## src/rtl/cnoc_indication_deframer.sv

```systemverilog
// cnoc_indication_deframer
//
// Sits behind the CNoC indication message FIFO.
// - Pops 32-bit message words and parses each header.
// - Checks the header's length and method id.
// - Streams payload words to the host through a single registered
//   valid/ready output stage.
// - Malformed messages are consumed and dropped so the FIFO never stalls.
//
// Header word: [23:16] method id ([31:24] ignored),
//              [15:0]  total word count W, including the header.
//
// Ports
//   CLK, RST_N    clock; synchronous active-low reset
//   in_first      head word of the indication FIFO
//   in_notEmpty   FIFO holds a word
//   in_deq        pop strobe (only asserted with in_notEmpty)
//   out_valid     output beat valid
//   out_ready     consumer accepts the beat
//   out_data      payload word (0 for a zero-length message)
//   out_method    method id of the message the beat belongs to
//   out_first     first beat of the message
//   out_last      last beat of the message
//   out_nodata    beat carries no payload (header-only message)
//   err_len       one-cycle pulse: illegal header length
//   err_method    one-cycle pulse: method id out of range
//
// Optional build macro CNOC_DEFRAMER_STATS_EN adds two counters:
//   msg_count     [31:0] delivered messages (last-beat handshakes); wraps
//   drop_count    [15:0] error pulses; saturates

module cnoc_indication_deframer #(
    parameter int NUM_METHODS = 2,
    parameter int MAX_WORDS   = 16
) (
    input  logic        CLK,
    input  logic        RST_N,
    input  logic [31:0] in_first,
    input  logic        in_notEmpty,
    output logic        in_deq,
    output logic        out_valid,
    input  logic        out_ready,
    output logic [31:0] out_data,
    output logic [7:0]  out_method,
    output logic        out_first,
    output logic        out_last,
    output logic        out_nodata,
    output logic        err_len,
    output logic        err_method
`ifdef CNOC_DEFRAMER_STATS_EN
    ,
    output logic [31:0] msg_count,
    output logic [15:0] drop_count
`endif
);

    typedef enum logic [1:0] {HDR, PAY, DROP} stateT;

    stateT       state, stateNext;
    logic [15:0] remaining, remainingNext;
    logic        firstPend, firstPendNext;
    logic [7:0]  curMethod, curMethodNext;
    logic        deq, load, loadNodata;
    logic        errLenNext, errMethodNext;

    logic        slotFree;
    logic [15:0] hdrWords, hdrPay;
    logic [7:0]  hdrMethod;
    logic        lenBad, methodBad;

    // The output register can take a new beat when empty or draining now.
    assign slotFree  = !out_valid || out_ready;
    assign hdrWords  = in_first[15:0];
    assign hdrPay    = hdrWords - 16'd1;
    assign hdrMethod = in_first[23:16];
    // hdrPay is only meaningful when hdrWords != 0; the OR short-circuits
    // the wrapped value in that case.
    assign lenBad    = (hdrWords == 16'd0) || (hdrPay > 16'(MAX_WORDS));
    assign methodBad = ({24'd0, hdrMethod} >= 32'(NUM_METHODS));

    // Nothing is popped while reset is held, so the FIFO keeps its words
    // for the header parse that follows reset.
    assign in_deq = deq && RST_N;

    // NOTE: every signal gets a default before the case statement so no
    // path leaves one unassigned; otherwise a latch is inferred.
    always_comb begin
        stateNext     = state;
        remainingNext = remaining;
        firstPendNext = firstPend;
        curMethodNext = curMethod;
        deq           = 1'b0;
        load          = 1'b0;
        loadNodata    = 1'b0;
        errLenNext    = 1'b0;
        errMethodNext = 1'b0;

        case (state)
            HDR: begin
                if (in_notEmpty) begin
                    if (lenBad) begin
                        // Length errors outrank method errors.
                        deq        = 1'b1;
                        errLenNext = 1'b1;
                        if (hdrWords != 16'd0) begin
                            remainingNext = hdrPay;
                            stateNext     = DROP;
                        end
                    end else if (methodBad) begin
                        deq           = 1'b1;
                        errMethodNext = 1'b1;
                        if (hdrPay != 16'd0) begin
                            remainingNext = hdrPay;
                            stateNext     = DROP;
                        end
                    end else if (hdrPay == 16'd0) begin
                        // Header-only message becomes a single no-data
                        // beat, so it must wait for a free output slot.
                        if (slotFree) begin
                            deq        = 1'b1;
                            load       = 1'b1;
                            loadNodata = 1'b1;
                        end
                    end else begin
                        deq           = 1'b1;
                        curMethodNext = hdrMethod;
                        remainingNext = hdrPay;
                        firstPendNext = 1'b1;
                        stateNext     = PAY;
                    end
                end
            end

            PAY: begin
                if (in_notEmpty && slotFree) begin
                    deq           = 1'b1;
                    load          = 1'b1;
                    remainingNext = remaining - 16'd1;
                    firstPendNext = 1'b0;
                    if (remaining == 16'd1) stateNext = HDR;
                end
            end

            DROP: begin
                // Drained regardless of the consumer.
                if (in_notEmpty) begin
                    deq           = 1'b1;
                    remainingNext = remaining - 16'd1;
                    if (remaining == 16'd1) stateNext = HDR;
                end
            end

            default: stateNext = HDR;
        endcase
    end

    // NOTE: sequential state is updated with non-blocking assignments so
    // every register samples pre-edge values, independent of block order.
    always_ff @(posedge CLK) begin
        if (!RST_N) begin
            state      <= HDR;
            remaining  <= 16'd0;
            firstPend  <= 1'b0;
            curMethod  <= 8'd0;
            out_valid  <= 1'b0;
            out_data   <= 32'd0;
            out_method <= 8'd0;
            out_first  <= 1'b0;
            out_last   <= 1'b0;
            out_nodata <= 1'b0;
            err_len    <= 1'b0;
            err_method <= 1'b0;
        end else begin
            state      <= stateNext;
            remaining  <= remainingNext;
            firstPend  <= firstPendNext;
            curMethod  <= curMethodNext;
            err_len    <= errLenNext;
            err_method <= errMethodNext;
            if (load) begin
                // A load may coincide with the drain of the previous beat.
                out_valid  <= 1'b1;
                out_data   <= loadNodata ? 32'd0 : in_first;
                out_method <= loadNodata ? hdrMethod : curMethod;
                out_first  <= loadNodata ? 1'b1 : firstPend;
                out_last   <= loadNodata ? 1'b1 : (remaining == 16'd1);
                out_nodata <= loadNodata;
            end else if (out_ready) begin
                out_valid  <= 1'b0;
            end
        end
    end

`ifdef CNOC_DEFRAMER_STATS_EN
    always_ff @(posedge CLK) begin
        if (!RST_N) begin
            msg_count  <= 32'd0;
            drop_count <= 16'd0;
        end else begin
            if (out_valid && out_ready && out_last)
                msg_count <= msg_count + 32'd1;
            if ((err_len || err_method) && (drop_count != 16'hFFFF))
                drop_count <= drop_count + 16'd1;
        end
    end
`endif

endmodule

```

## config.mk

```make
export PLATFORM = sky130hd
export DESIGN_NAME = cnoc_indication_deframer
export DESIGN_NICKNAME = d
export VERILOG_FILES = /design/src/rtl/cnoc_indication_deframer.sv
export SDC_FILE = /design/constraint.sdc
export NUM_CORES = 1
export LEC_CHECK = 0
export BUFFER_PORTS_ARGS = -buffer_cell sky130_fd_sc_hd__buf_2
export CELL_PAD_IN_SITES_DETAIL_PLACEMENT = 1
export CELL_PAD_IN_SITES_GLOBAL_PLACEMENT = 1
export CORE_MARGIN = 3
export CORE_UTILIZATION = 38
export CTS_BUF_LIST = sky130_fd_sc_hd__clkbuf_8
export DETAILED_ROUTE_END_ITERATION = 7
export GPL_ROUTABILITY_DRIVEN = 0
export PLACE_DENSITY = 0.83
export SETUP_SLACK_MARGIN = 0.5
export SYNTH_ARGS = -nofsm -noshare
export SYNTH_HDL_FRONTEND = slang
export SYNTH_SLANG_ARGS = --single-unit
```

## constraint.sdc

```tcl
create_clock -name CLK -period 12.2 [get_ports CLK]
set_input_delay 3.66 -clock CLK [delete_from_list [all_inputs] [get_ports CLK]]
set_output_delay 3.66 -clock CLK [all_outputs]
set_load 0.005 [all_outputs]
```

==> reports/qor.yml, run 1 <==
cpPeakStageDelay_ns: 0.62
ios: 83
crit_chain: "buf_2 -> inv_1 -> ha_1 -> or4b_1 -> nor4_1 -> xnor2_1 -> nand4_2 -> or3_1 -> a2111oi_0 -> nor4bb_1 -> buf_2"
r2r_setup_slack_ns: 9.60
drv_slew: 0
fin_crit_sh_pct: 86.2
endpoint_kind: "output pin"
p_switching_uw: 213
internal-power_uw: 424
clk_pin_slew_ns: 0.08
max_cap_viol_count: 0
worstSkewPairLatency_ns: 0.35
power_uw: 636
yosys_warnings: 0
finalSetupViolCount: 0
grt_overflow: 0
grt_pass1_wl_um: 18200
drc: 0
synth_area_leaders: "dfxtp_1 40%, a22o_1 7.9%, nand2_1 4.4%, ha_1 2.7%, xnor2_1 2.6%"
ir_drop_mv: 0.0808
die_w_um: 104
start_util_pct: 39.4
r2r_end: "out_data[31]$_SDFFE_PN0P_"
route.vias.total: 3519
min_path_type: "register to register"
final_util_pct: 47.2
cpMaxStageDelayCell: "or4b_1"
grt_max_degree: 45
drive_gt1_share_pct: 24.4
status: "finished clean"
netlist-cell-type-count: 66
grt_util_met2_pct: 36.9
antenna_found_initial: 0
htreeDepth: 3
syn_inst: 424
setup_tns_ns: 0
clock.fmax_ghz: 0.0951
post_cts_buffers: 0
syn_to_final_growth_pct: 19.8
arrival_ns: 6.86
seq_area_frac_synth_pct: 39.7
cts_hold_buffers: 0
syn_area_per_cell_um2: 8.68
cp.depth: 11
switching_share_pct: 33.4
power_frac_seq_pct: 41.8
yosys.area.top_type: "dfxtp_1"
ys_async_sr_fraction_pct: 0
drtIter0Drc: 166
layout_min_cycle_time_ns: 10.52
p_clk_share_pct: 34.4
cts.sinks: 73
power.density_nw_per_um2: 144
rsz0062_at_grt: "no"
syn-num-nets: 468
critPathBufInv: 3
power.leakage_uw: 0.00182
pwr-share-comb_pct: 23.8
finClkSkew_ns: 0.00730
hold_violations: 0
setup_ws_ns: 1.68
grtUsageMet3_pct: 3.66
firstDrtPassIters: 5
grt_pass1_vias: 3647
use_met1_pct: 24.4
crit_family: "simple AND/OR/NAND/NOR gates"
slew_headroom_pct: 47.1
cts_tree: "built"
post_drt_wl_per_cell_um: 17.7
r2r-start: "state[0]$_SDFFE_PN0P_"
root_buffer: "clkbuf_8"
yosysTopAreaCellShare_pct: 39.7
die_y_um: 104
synth_ff_type: "dfxtp_1"
holdWs_ns: 0.454
crit_path_end: "in_deq"
die_area_um2: 10900
holdPathStages: 2
critPathKind: "input port to output pin"
vias_per_cell: 5.63
cts-root-to-sink-buffers: 2
grt_busiest_layer: "met2"
required_ns: 8.54
hpwl_um: 7990
final_nets: 535
drtAntennaViolNets: 0
synth.most_common_cell: "dfxtp_1"
numCtsBuffers: 9
drt_wl_total_um: 11100
start_kind: "input port"
r2r_cells: 8
synth_seq_cells: 73
port_buffers: 82
startpoint: "in_first[0]"
synth_common_cells: "73 x dfxtp_1, 43 x nand2_1, 33 x a22o_1"
syn_area_um2: 3680
crit_top_cell: "buf_2"
grtUsageTotal_pct: 20.2
synth_enable_flop_cells: 0
dp_slack_ns: 1.67
core_um2: 9330
n_antenna_cell: 0
worstMarginPinSlew_ns: 0.793
critPathMaxFanout: 12
rows: 35
cts_resized: 0
-- worst reg2reg max path: cells and delay by family, from the launching register on --
family	cells	cell delay, ns
and+or+nand+nor	2	0.74
AOI/OAI and AO/OA	2	0.54
buffers and inverters	3	0.45
adders and majority gates	1	0.42
DFF	1	0.35
-- placed cells by master (no fill, tap or decap), types with 5 or more instances in the layout --
cell / netlist / layout
nand2_1: 43 / 43
o211ai_1: 5 / 5
o21ai_1: 9 / 8
and2_1: 10 / 10
mux2i_1: 5 / 5
buf_2: 8 / 82
o21ai_0: 15 / 15
nor4_1: 8 / 8
xnor2_1: 11 / 11
ha_1: 8 / 8
or3_1: 5 / 5
a21oi_1: 19 / 19
a22o_1: 33 / 33
nor3_1: 14 / 14
clkbuf_8: 0 / 9
dfxtp_1: 73 / 73
nand2b_1: 7 / 7
o22ai_1: 7 / 7
nor2_1: 24 / 24
nand3_1: 16 / 16
inv_1: 12 / 12
buf_4: 0 / 5
-- registers in the layout, indices dropped and copies added, names as in the netlist --
signal / flops
out_valid: 1
err_method: 1
out_last: 1
curMethod: 8
err_len: 1
out_data: 32
out_nodata: 1
out_first: 1
state: 2
remaining: 16
firstPend: 1
out_method: 8
-- power by group through the flow --
stage / clock network [µW] / logic, µW / registers [µW]
floorplan: 0 / 106 / 267
finish: 219 / 152 / 266
global placement: 0 / 143 / 270
global route: 235 / 171 / 268
CTS: 224 / 151 / 266
detailed placement: 0 / 150 / 271
-- stage by stage --
| step | std cells | cell area (µm²) |
|---|---|---|
| final | 625 | 4410 |
| after global placement | 609 | 4180 |
| after CTS | 625 | 4410 |
| after floorplan | 424 | 3680 |
| after detailed placement | 609 | 4180 |
| after global routing | 625 | 4410 |
-- metal layers --
metal  up-vias  wire length, µm  share of wire, %
met5         -                0                 0
li1       1699                -                 -
met4         0              151               1.4
met2        55             5730                52
met1      1751             4880                44
met3        14              295               2.7
-- layout make-up --
type | count | area [µm²]
clock buffers | 9 | 124
clock inverters | 7 | 103
fillers | 1150 | 4920
inverters | 12 | 45.0
multi-input cells | 308 | 2060
flip-flops and latches | 73 | 1460
well taps | 129 | 161
repair buffers | 87 | 448
-- worst min-delay path by stage --
stage / slack [ns] / from / end
after floorplan: 0.43 / curMethod[1]$_SDFFE_PN0P_ / curMethod[1]$_SDFFE_PN0P_
after global placement: 0.44 / out_method[2]$_SDFFE_PN0P_ / out_method[2]$_SDFFE_PN0P_
after detailed placement: 0.45 / out_method[2]$_SDFFE_PN0P_ / out_method[2]$_SDFFE_PN0P_
after CTS: 0.46 / out_method[2]$_SDFFE_PN0P_ / out_method[2]$_SDFFE_PN0P_
after global routing: 0.48 / out_method[2]$_SDFFE_PN0P_ / out_method[2]$_SDFFE_PN0P_
final: 0.45 / out_method[2]$_SDFFE_PN0P_ / out_method[2]$_SDFFE_PN0P_
-- cell families (layout without fill, tap and decap cells) --
family          Yosys count  in the layout  share of synthesized area, %
compound gates          121            121                          24.3
xor+xnor                 14             14                          3.33
fa+ha+maj                 8              8                          2.72
buf+inv                  43            115                          4.66
flops                    73             73                          39.7
mux                       6              6                          1.67
simple gates            159            159                          23.6
(Power assumes the default switching activity.)
==> run 2: changes to the inputs <==
Clock period 12.2 ns to 10.05 ns, I/O delays scaled along.
==> reports/qor.yml, run 2 (same netlist as run 1, synthesis figures left out) <==
status: "finished clean"  # unchanged
cts_hold_buffers: 0  # unchanged
fin_crit_sh_pct: 91.6
die_area_um2: 10900  # unchanged
grtUsageTotal_pct: 19.9  # was 20.2%
drv_slew: 0  # unchanged
final_common_cell: "buf_2"  # unchanged
layout_common_cells: "82 x buf_2, 73 x dfxtp_1, 43 x nand2_1"  # unchanged
layout_min_cycle_time_ns: 9.21
start_kind: "input port"  # unchanged
max_cap_viol_count: 0  # unchanged
finalSetupViolCount: 0  # unchanged
drtAntennaViolNets: 0  # unchanged
grtUsageMet3_pct: 3.72  # was 3.66%
grt_pass1_wl_um: 17800  # was 18200 µm
grt_busiest_layer: "met2"  # unchanged
post_cts_buffers: 0  # unchanged
firstDrtPassIters: 4  # was 5
syn_to_final_growth_pct: 19.8  # unchanged
arrival_ns: 6.19  # was 6.86 ns
cts.sinks: 73  # unchanged
rsz0062_at_grt: "no"  # unchanged
r2r_end: "out_data[0]$_SDFFE_PN0P_"  # was out_data[31]$_SDFFE_PN0P_
numCtsBuffers: 9  # unchanged
worstMarginPinSlew_ns: 0.791  # was 0.793 ns
final_nets: 535  # unchanged
grt_pass1_vias: 3562  # was 3647
drtIter0Drc: 156  # was 166
hpwl_um: 7880  # was 7990 µm
seq_area_um2: 1460  # unchanged
cts_resized: 0  # unchanged
slew_headroom_pct: 46.8  # was 47.1%
endpoint_kind: "output pin"  # unchanged
r2r_cells: 8  # unchanged
required_ns: 7.04  # was 8.54 ns
htreeDepth: 3  # unchanged
die_y_um: 104  # unchanged
min_path_type: "register to register"  # unchanged
setup_tns_ns: 0  # unchanged
core_um2: 9330  # unchanged
start_util_pct: 39.4  # unchanged
cts_tree: "built"  # unchanged
startpoint: "in_first[1]"  # was in_first[0]
route.vias.total: 3451  # was 3519
grt_util_met2_pct: 35.2  # was 36.9%
port_buffers: 82  # unchanged
worstSkewPairLatency_ns: 0.35  # about the same
largest_reg_flops: 32  # unchanged
finClkSkew_ns: 0.00891  # was 0.00730 ns
root_buffer: "clkbuf_8"  # unchanged
setup_ws_ns: 0.840  # was 1.68 ns
power.leakage_uw: 0.00182  # unchanged
grt_max_degree: 45  # unchanged
final_util_pct: 47.2  # unchanged
r2r_setup_slack_ns: 7.46  # was 9.60 ns
die_w_um: 104  # unchanged
r2r-start: "state[0]$_SDFFE_PN0P_"  # unchanged
drc: 0  # unchanged
power.density_nw_per_um2: 175  # was 144 nW/µm²
drive_gt1_share_pct: 24.4  # unchanged
rows: 35  # unchanged
dp_slack_ns: 0.844  # was 1.67 ns
vias_per_cell: 5.52  # was 5.63
grt_overflow: 0  # unchanged
use_met1_pct: 24.3  # was 24.4%
largest-register: "out_data"  # unchanged
fillerInstances: 1140  # was 1150
ios: 83  # unchanged
ir_drop_mv: 0.101  # was 0.0808 mV
drt_wl_total_um: 10700  # was 11100 µm
cts-root-to-sink-buffers: 2  # unchanged
hold_violations: 0  # unchanged
reg_top3: "out_data: 32 flops, remaining: 16 flops"  # unchanged
n_antenna_cell: 0  # unchanged
post_drt_wl_per_cell_um: 17.1  # was 17.7 µm
clk_pin_slew_ns: 0.08  # about the same
critPathKind: "input port to output pin"  # unchanged
clock.fmax_ghz: 0.109
critPathMaxFanout: 12  # unchanged
antenna_found_initial: 0  # unchanged
multiInputGateArea_um2: 2060  # unchanged
crit_path_end: "in_deq"  # unchanged
==> run 2: power breakdown <==
part	internal [µW]	switching [µW]	leakage (µW)
Combinational	66.1	114	0.00111
Sequential	305	17.3	0.000592
Clock	143	126	0.000116
Total	514	257	0.00182
==> run 2: metrics by stage <==
| stage | cells | hold WS [ns] | power, µW | instance area [µm²] |
|---|---|---|---|---|
| 6_report | 625 | 0.456 | 771 | 4410 |
| 3_3_place_gp | 609 | 0.441 | 501 | 4180 |
| 4_1_cts | 625 | 0.458 | 777 | 4410 |
| 5_1_grt | 625 | 0.491 | 816 | 4410 |
| 2_1_floorplan | 424 | 0.429 | 453 | 3680 |
| 3_5_place_dp | 609 | 0.443 | 508 | 4180 |
==> run 2: cell type report <==
type	count	share of cell area, %
inverter	12	1.02
clock inverter	7	2.33
multi-input combinational	308	46.8
timing repair buffer	87	10.2
clock buffer	9	2.81
sequential	73	33.2
tap	129	3.66
==> run 2: per-layer routing <==
layer	up-vias	share of wire (%)
li1	1689	-
met1	1679	44
met2	69	51
met3	14	3.4
met4	0	1.4
met5	-	0
==> run 2: worst max-delay path, cell delays in order <==
cell and delay [ns]:
buf_2 0.14, inv_1 0.08, ha_1 0.37, or4b_1 0.63
nor4_1 0.38, xnor2_1 0.21, nand4_2 0.26, or3_1 0.49
a2111oi_0 0.32, nor4bb_1 0.14, buf_2 0.15
==> run 2: worst min path at each step <==
stage	from	endpoint	slack [ns]	cells past startpoint
after floorplan	curMethod[1]$_SDFFE_PN0P_	curMethod[1]$_SDFFE_PN0P_	0.43	1
after global placement	out_method[2]$_SDFFE_PN0P_	out_method[2]$_SDFFE_PN0P_	0.44	2
after detailed placement	curMethod[3]$_SDFFE_PN0P_	curMethod[3]$_SDFFE_PN0P_	0.44	1
after CTS	out_method[1]$_SDFFE_PN0P_	out_method[1]$_SDFFE_PN0P_	0.46	2
after global routing	out_method[5]$_SDFFE_PN0P_	out_method[5]$_SDFFE_PN0P_	0.49	2
final	out_method[5]$_SDFFE_PN0P_	out_method[5]$_SDFFE_PN0P_	0.46	2
==> run 3: changes to the inputs <==
Settings changed: BUFFER_PORTS_ARGS -buffer_cell sky130_fd_sc_hd__buf_2 to unset, DONT_BUFFER_PORTS set to 1, PLACE_DENSITY 0.83 to 0.76.
Clock period 10.05 ns to 7.83 ns, I/O delays scaled along.
==> reports/qor.yml, run 3 (same netlist as run 1, synthesis figures left out) <==
hold_path_end: "curMethod[7]$_SDFFE_PN0P_"  # was out_method[5]$_SDFFE_PN0P_
grt_pass1_wl_um: 17100  # was 17800 µm
p_switching_uw: 320  # was 257 µW
crit_chain: "inv_1 -> ha_1 -> or4b_1 -> nor4_1 -> xnor2_1 -> nand4_2 -> or3_1 -> a2111oi_1 -> nor4bb_1"  # was buf_2 -> inv_1 -> ha_1 -> or4b_1 -> nor4_1 -> xnor2_1 -> nand4_2 -> or3_1 -> a2111oi_0 -> nor4bb_1 -> buf_2
r2r_setup_slack_ns: 5.28  # was 7.46 ns
cts.sinks: 73  # unchanged
grt_max_degree: 45  # unchanged
cts_hold_buffers: 0  # unchanged
r2r_cells: 8  # unchanged
final_common_cell: "dfxtp_1"  # was buf_2
reg_top3: "out_data: 32 flops, remaining: 16 flops"  # unchanged
layout_min_cycle_time_ns: 7.29
power.density_nw_per_um2: 229  # was 175 nW/µm²
worstMarginPinSlew_ns: 0.827  # was 0.791 ns
htreeDepth: 3  # unchanged
grt_pass1_vias: 3206  # was 3562
layout_common_cells: "73 x dfxtp_1, 43 x nand2_1, 33 x a22o_1"  # was 82 x buf_2, 73 x dfxtp_1, 43 x nand2_1
setup_tns_ns: 0  # unchanged
clk_pin_slew_ns: 0.08  # about the same
holdPathStages: 1  # was 2
cpMaxStageDelayCell: "or4b_1"  # unchanged
grt_overflow: 0  # unchanged
largest-register: "out_data"  # unchanged
final_nets: 454  # was 535
ios: 83  # unchanged
antenna_found_initial: 0  # unchanged
pwr-share-comb_pct: 22.6  # was 23.3%
power.leakage_uw: 0.00140  # was 0.00182 µW
p_clk_share_pct: 31.9  # was 34.9%
critPathKind: "input port to output pin"  # unchanged
cts-root-to-sink-buffers: 2  # unchanged
finalInstanceArea_um2: 3970  # was 4410 µm²
syn_to_final_growth_pct: 7.93  # was 19.8%
worstSkewPairLatency_ns: 0.36  # was 0.35 ns
largest_reg_flops: 32  # unchanged
n_antenna_cell: 0  # unchanged
drv_slew: 0  # unchanged
cpPeakStageDelay_ns: 0.60  # was 0.63 ns
start_kind: "input port"  # unchanged
required_ns: 5.48  # was 7.04 ns
r2r_end: "out_data[11]$_SDFFE_PN0P_"  # was out_data[0]$_SDFFE_PN0P_
drtIter0Drc: 157  # was 156
ir_drop_mv: 0.0916  # was 0.101 mV
clock.fmax_ghz: 0.137
dp_slack_ns: 0.400  # was 0.844 ns
placed_area_um2: 3770  # was 4180 µm²
arrival_ns: 4.95  # was 6.19 ns
finClkSkew_ns: 0.0127  # was 0.00891 ns
post_drt_wl_per_cell_um: 19.0  # was 17.1 µm
port_buffers: 0  # was 82
status: "finished clean"  # unchanged
slew_headroom_pct: 44.3  # was 46.8%
start_util_pct: 39.4  # unchanged
endpoint_kind: "output pin"  # unchanged
rows: 35  # unchanged
rsz0062_at_grt: "no"  # unchanged
setup_ws_ns: 0.535  # was 0.840 ns
final_util_pct: 42.6  # was 47.2%
drt_wl_total_um: 10300  # was 10700 µm
drive_gt1_share_pct: 9.88  # was 24.4%
die_w_um: 104  # unchanged
finalSetupViolCount: 0  # unchanged
switching_share_pct: 35.2  # was 33.3%
die_area_um2: 10900  # unchanged
r2r-start: "state[0]$_SDFFE_PN0P_"  # unchanged
critPathMaxFanout: 8  # was 12
numCtsBuffers: 9  # unchanged
core_um2: 9330  # unchanged
cts_tree: "built"  # unchanged
hp-start: "curMethod[7]$_SDFFE_PN0P_"  # was out_method[5]$_SDFFE_PN0P_
fin_crit_sh_pct: 93.2
power_frac_seq_pct: 45.5  # was 41.8%
vias_per_cell: 5.86  # was 5.52
max_cap_viol_count: 0  # unchanged
fillerInstances: 1110  # was 1140
hpwl_um: 7520  # was 7880 µm
grtUsageTotal_pct: 19.1  # was 19.9%
route.vias.total: 3190  # was 3451
drtAntennaViolNets: 0  # unchanged
holdWs_ns: 0.471  # was 0.456 ns
drc: 0  # unchanged
root_buffer: "clkbuf_8"  # unchanged
hold_violations: 0  # unchanged
internal-power_uw: 589  # was 514 µW
min_path_type: "register to register"  # unchanged
die_y_um: 104  # unchanged
firstDrtPassIters: 4  # unchanged
## run 3: layer usage
metal	part of all wire, %	up-vias	GRT usage [%]	wire (µm)
met4	1.3	0	5.79	136
met1	45	1580	24.4	4610
li1	-	1530	-	-
met3	4.1	11	4.59	424
met5	0	-	0	0
met2	50	69	32.0	5160
## run 3: cell type report
cell class | count | area, µm² | area share (%)
inverter | 12 | 45.0 | 1.13
multi-input combinational | 308 | 2070 | 52.2
timing repair buffer | 6 | 45.0 | 1.13
tap | 129 | 161 | 4.07
clock inverter | 7 | 62.6 | 1.58
clock buffer | 9 | 124 | 3.12
sequential | 73 | 1460 | 36.8
## run 3: critical path, delay by kind of cell
kind / cells / cell delay [ns]
AO/OA/AOI/OAI: 1 / 0.40
XOR/XNOR: 1 / 0.21
adder cells (fa/ha/maj): 1 / 0.15
buffers and inverters: 1 / 0.05
AND/OR/NAND/NOR: 5 / 1.78
## run 3: per-stage QoR
| step | total power [µW] | instances |
|---|---|---|
| after floorplan | 582 | 424 |
| after global placement | 620 | 527 |
| after detailed placement | 626 | 527 |
| after global routing | 966 | 544 |
| after CTS | 920 | 544 |
| final | 909 | 544 |
## run 3: timing repair
action                     in CTS  in global routing
pin swaps                       1                  0
buffers inserted                1                  0
resized for setup               1                  1
setup endpoints to repair       1                  1
## run 3: worst max-delay path by stage
stage	start	end	slack (ns)
floorplan	in_first[0]	in_deq	0.69
global placement	in_first[1]	in_deq	0.61
detailed placement	in_first[1]	in_deq	0.40
CTS	in_first[1]	in_deq	0.59
global route	in_first[1]	in_deq	0.44
finish	in_first[1]	in_deq	0.54
## run 3: power by group through the flow
stage / clock [µW] / combinational (µW) / sequential, µW
global route: 313 / 235 / 418
global placement: 0 / 199 / 421
CTS: 301 / 206 / 413
detailed placement: 0 / 204 / 422
floorplan: 0 / 166 / 416
finish: 290 / 205 / 413
